## src/rtl/fetch_ctrl.sv

```systemverilog
// fetch_ctrl: multi-cycle instruction fetch and PC-update controller for the word-addressed MIPS core.
// Define FETCH_TIMEOUT_EN to add a fetch watchdog that halts with a sticky fetch_err.
module fetch_ctrl #(
    parameter int EXEC_CYCLES = 2,
    parameter int TIMEOUT     = 16
) (
    input  logic        clk,
    input  logic        reset,
    output logic        imem_req,
    input  logic        imem_ack,
    input  logic [31:0] instr,
    input  logic        zero,
    input  logic        stall,
    output logic [31:0] ir,
    output logic        pc_update,
    output logic        pcsel,
    output logic        jump,
    output logic        isJR,
    output logic        link_we,
    output logic        halted,
    output logic        fetch_err
);
    typedef enum logic [2:0] {IDLE, FETCH, DECODE, EXEC, COMMIT, HALT} state_t;
    typedef enum logic [2:0] {C_SEQ, C_J, C_JAL, C_BEQ, C_BNE, C_JR, C_HLT} cls_t;
    state_t     state, nxt;
    cls_t       cls, dec;
    logic [3:0] cnt;
    logic       tmo;
    always_comb begin
        dec = ir[31:26] == 6'h02 ? C_J :
              ir[31:26] == 6'h03 ? C_JAL :
              ir[31:26] == 6'h04 ? C_BEQ :
              ir[31:26] == 6'h05 ? C_BNE :
              ir[31:26] == 6'h3F ? C_HLT :
              (ir[31:26] == 6'h00 && ir[5:0] == 6'h08) ? C_JR : C_SEQ;
    end
    always_comb begin
        nxt = state;
        case (state)
            IDLE:    nxt = FETCH;
            FETCH:   nxt = imem_ack ? DECODE : tmo ? HALT : FETCH;
            DECODE:  nxt = EXEC;
            EXEC:    nxt = (cnt == 4'd0 && !stall) ? COMMIT : EXEC;
            COMMIT:  nxt = cls == C_HLT ? HALT : FETCH;
            HALT:    nxt = HALT;
            default: nxt = IDLE;
        endcase
    end
`ifdef FETCH_TIMEOUT_EN
    localparam int TW = $clog2(TIMEOUT + 1);
    logic [TW-1:0] tcnt;
    assign tmo = tcnt == TW'(TIMEOUT - 1);
    // Counter is zero whenever outside FETCH, so every FETCH entry starts fresh.
    always_ff @(posedge clk or posedge reset) begin
        if (reset) begin
            tcnt      <= '0;
            fetch_err <= 1'b0;
        end else begin
            tcnt <= state == FETCH ? tcnt + 1'b1 : '0;
            if (state == FETCH && !imem_ack && tmo) fetch_err <= 1'b1;
        end
    end
`else
    assign tmo       = 1'b0;
    assign fetch_err = 1'b0;
`endif
    // Outputs are registered from the next state so they line up with the state they decode.
    always_ff @(posedge clk or posedge reset) begin
        if (reset) begin
            state     <= IDLE;
            cls       <= C_SEQ;
            cnt       <= 4'd0;
            ir        <= 32'd0;
            imem_req  <= 1'b0;
            pc_update <= 1'b0;
            pcsel     <= 1'b0;
            jump      <= 1'b0;
            isJR      <= 1'b0;
            link_we   <= 1'b0;
            halted    <= 1'b0;
        end else begin
            state <= nxt;
            if (state == FETCH && imem_ack) ir <= instr;
            if (state == DECODE) begin
                cls <= dec;
                cnt <= 4'(EXEC_CYCLES - 1);
            end
            if (state == EXEC && cnt != 4'd0) cnt <= cnt - 1'b1;
            imem_req  <= nxt == FETCH;
            halted    <= nxt == HALT;
            pc_update <= nxt == COMMIT && cls != C_HLT;
            pcsel     <= nxt == COMMIT && ((cls == C_BEQ && zero) || (cls == C_BNE && !zero));
            jump      <= nxt == COMMIT && (cls == C_J || cls == C_JAL);
            link_we   <= nxt == COMMIT && cls == C_JAL;
            isJR      <= nxt == COMMIT && cls == C_JR;
        end
    end
endmodule

```

## config.mk

```make
export PLATFORM = sky130hd
export DESIGN_NAME = fetch_ctrl
export DESIGN_NICKNAME = d
export VERILOG_FILES = /design/src/rtl/fetch_ctrl.sv
export SDC_FILE = /design/constraint.sdc
export NUM_CORES = 1
export LEC_CHECK = 0
export BUFFER_PORTS_ARGS = -buffer_cell sky130_fd_sc_hd__buf_4
export CAP_MARGIN = 20
export CORE_AREA = 2 2 69 71
export CTS_CLUSTER_SIZE = 10
export DETAILED_ROUTE_END_ITERATION = 8
export DIE_AREA = 0 0 71 73
export PLACE_DENSITY_LB_ADDON = 0.1
export SYNTH_ARGS = -nofsm -noshare
export SYNTH_HDL_FRONTEND = slang
export SYNTH_SLANG_ARGS = --single-unit
```

## constraint.sdc

```tcl
create_clock -name clk -period 2 [get_ports clk]
set_clock_uncertainty 0.05 [all_clocks]
set_input_delay 0.2 -clock clk [delete_from_list [all_inputs] [get_ports clk]]
set_output_delay 0.2 -clock clk [all_outputs]
set_load 0.05 [all_outputs]
```

==> impl_metrics.toml <==
[timing]
rsz0062_at_grt = "no"
slew_violations = 0
tightest_slew_ns = 0.594
setup_viol = 0
fin_crit_ns = 1.79
max-slew-margin-rel_pct = 60.4
whs_ns = 0.0814
max_freq_mhz = 560
tns_ns = 0
fin_crit_sh_pct = 89.3
hold_viol_final = 0

[yosys]
syn_inst = 155
syn_avg_cell_area_um2 = 13.4
yosys_warnings = 0
synth-seq-cells = 49
ys_seq_area_share_pct = 59.0
synth_nets = 194
synthesis.area_um2 = 2080
synth_cell_types = 37

[clock_network]
clkTransAtPathRegs_ns = 0.08
cts-root-buf = "clkbuf_8"
cts_hold_repair.buffers = 1
cts_tree = "built"
postCtsSetupBuffers = 0
clockBufferDepth = 2
clock_latency_ns = 0.29
numClockSinks = 49
ctsResizeCount = 0
numCtsBuffers = 5
htree_levels = 2

[final_layout]
syn_to_final_growth_pct = 35.7
finalInstanceArea_um2 = 2820
diodes = 0
fin_nets = 275
multi_input_area_um2 = 822
fillers = 385
regArea_um2 = 1230
drive_above_1_share_pct = 53.4
postLayoutCoreUtil_pct = 62.2

[worst_setup_path]
startpoint_type = "flop"
critical_path_required_ns = 2.15
path_class = "flop to flop"
path_max_fanout = 5
cp-startpoint = "cnt[0]$_DFFE_PP0P_"
arrival_ns = 1.94
endpoint_kind = "flop"
reg2reg_from = "cnt[0]$_DFFE_PP0P_"

[global_routing]
grt_overflow = 0
antenna_found_initial = 0
grt_pass1_wl_mm = 7.30
grt_usage_pct = 18.4
grt_max_degree = 35
grt_pass1_vias = 1618

[route]
drcViolationCount = 0
ant_nets = 0
dr.pass1.iters = 4
drt-initial-drc-count = 63
wl_per_cell_um = 14.8
num_vias = 1485
viasPerCell = 5.12
wl_mm = 4.29

[placed_design]
hpwl_mm = 3.21
place_congestion = 0.736
dpl-instance-area_um2 = 2730
io_buffer_count = 75

[floorplanning]
start_util_pct = 45.8
coreArea_um2 = 4540
die_height_um = 73
pin_count = 77
fp.dieArea_um2 = 5180
die_x_um = 71
fp-row-count = 25

[pwr]
p_leak_nw = 1.33
powerDensity_nw_per_um2 = 1900
ir_drop_v = 0.00113

[hold_path]
hold_path.class = "primary input to flop"
hold_start = "instr[22]"

[status]
status = "finished, final reports clean"

[job]
drv_cap = 0
[worst max-delay path, cell delays in order (launching register included)]
cell and delay, ns:
dfrtp_1 0.38, inv_1 0.11, ha_1 0.15, or3b_4 0.39, nor3b_4 0.30, nand2_4 0.11
nor4b_4 0.21
[worst paths after layout]
kind	depth (start not counted)	endpoint	slack (ns)
max in group asynchronous	4	ir[27]$_DFFE_PP0P_	0.84
worst min register to register	1	ir[23]$_DFFE_PP0P_	0.46
worst min-delay path	2	ir[22]$_DFFE_PP0P_	0.08
worst max register to register	6	link_we$_DFF_PP0_	0.21
min in group asynchronous	3	ir[14]$_DFFE_PP0P_	0.49
worst max-delay path	6	link_we$_DFF_PP0_	0.21
[layout by cell type, fill, tap and decap left out, types with 3 or more instances in the layout]
cell,instances
nor3_1,3
buf_4,77
dfrtp_1,49
nand2b_1,3
nand2_1,8
o21ai_0,5
a21oi_1,5
nor2_1,9
mux2_2,33
clkbuf_8,6
[cells in the mapped netlist]
master	number	share of area, %
dfrtp_1	49	59
mux2_2	33	18
nor2_1	9	1.6
nand2_1	8	1.4
a21oi_1	5	1.2
o21ai_0	5	1.2
buf_4	4	1.4
inv_1	3	0.54
nand2b_1	3	0.90
nor3_1	3	0.72
a21o_2	2	0.84
ha_1	2	1.2
nand3_1	2	0.48
nor3b_1	2	0.72
nor4_1	2	0.60
xnor2_1	2	0.84
and2b_1	1	0.36
and3_1	1	0.30
and3b_1	1	0.42
buf_2	1	0.24
conb_1	1	0.18
mux2i_1	1	0.48
nand2_4	1	0.54
nand3b_1	1	0.36
nand4_1	1	0.30
nand4b_1	1	0.42
nor3b_4	1	0.90
nor4b_1	1	0.42
nor4b_4	1	1.1
nor4bb_1	1	0.48
o21a_1	1	0.36
o21bai_1	1	0.36
o22ai_1	1	0.30
or3b_4	1	0.54
or4_1	1	0.36
or4b_2	1	0.48
xor2_1	1	0.42
[registers in the layout, summed over array words and instances, names as in the netlist]
signal     cells
cls            3
cnt            4
halted         1
imem_req       1
ir            32
isJR           1
jump           1
link_we        1
pc_update      1
pcsel          1
state          3
[metal layers]
layer	track usage (%)	share of wire, %	vias to the layer above
met4	6.50	2.0	0
met1	19.4	39	716
li1	-	-	705
met3	6.49	6.9	8
met2	33.9	52	56
met5	0	0	-
[metrics by stage]
step	setup slack (ns)	cells	total power, W
floorplan	0.329	155	0.00391
global placement	0.294	282	0.00473
detailed placement	0.213	282	0.00483
CTS	0.200	290	0.00542
global route	0.0818	290	0.00568
finish	0.214	290	0.00536
[kinds of logic after synthesis]
family,synth area share [%]
AO/OA/AOI/OAI,4.27
XOR/XNOR,1.26
adder cells (fa/ha/maj),1.20
buffers and inverters,2.23
flip-flops,59.0
multiplexers,18.4
other,0.180
AND/OR/NAND/NOR,13.5
[final cells by class]
class | count | area share [%]
inverter | 3 | 0.399
sequential | 49 | 43.5
tap | 54 | 2.39
timing repair buffer | 79 | 21.6
clock buffer | 7 | 3.06
multi-input combinational | 98 | 29.1
[power breakdown]
part	internal, W	switching (W)	total, W
clock network	0.000275	0.000300	0.000575
registers	0.00143	0.000398	0.00183
logic	0.00111	0.00185	0.00296
total	0.00282	0.00255	0.00536
No activity file was read; power rests on OpenSTA's default activity.
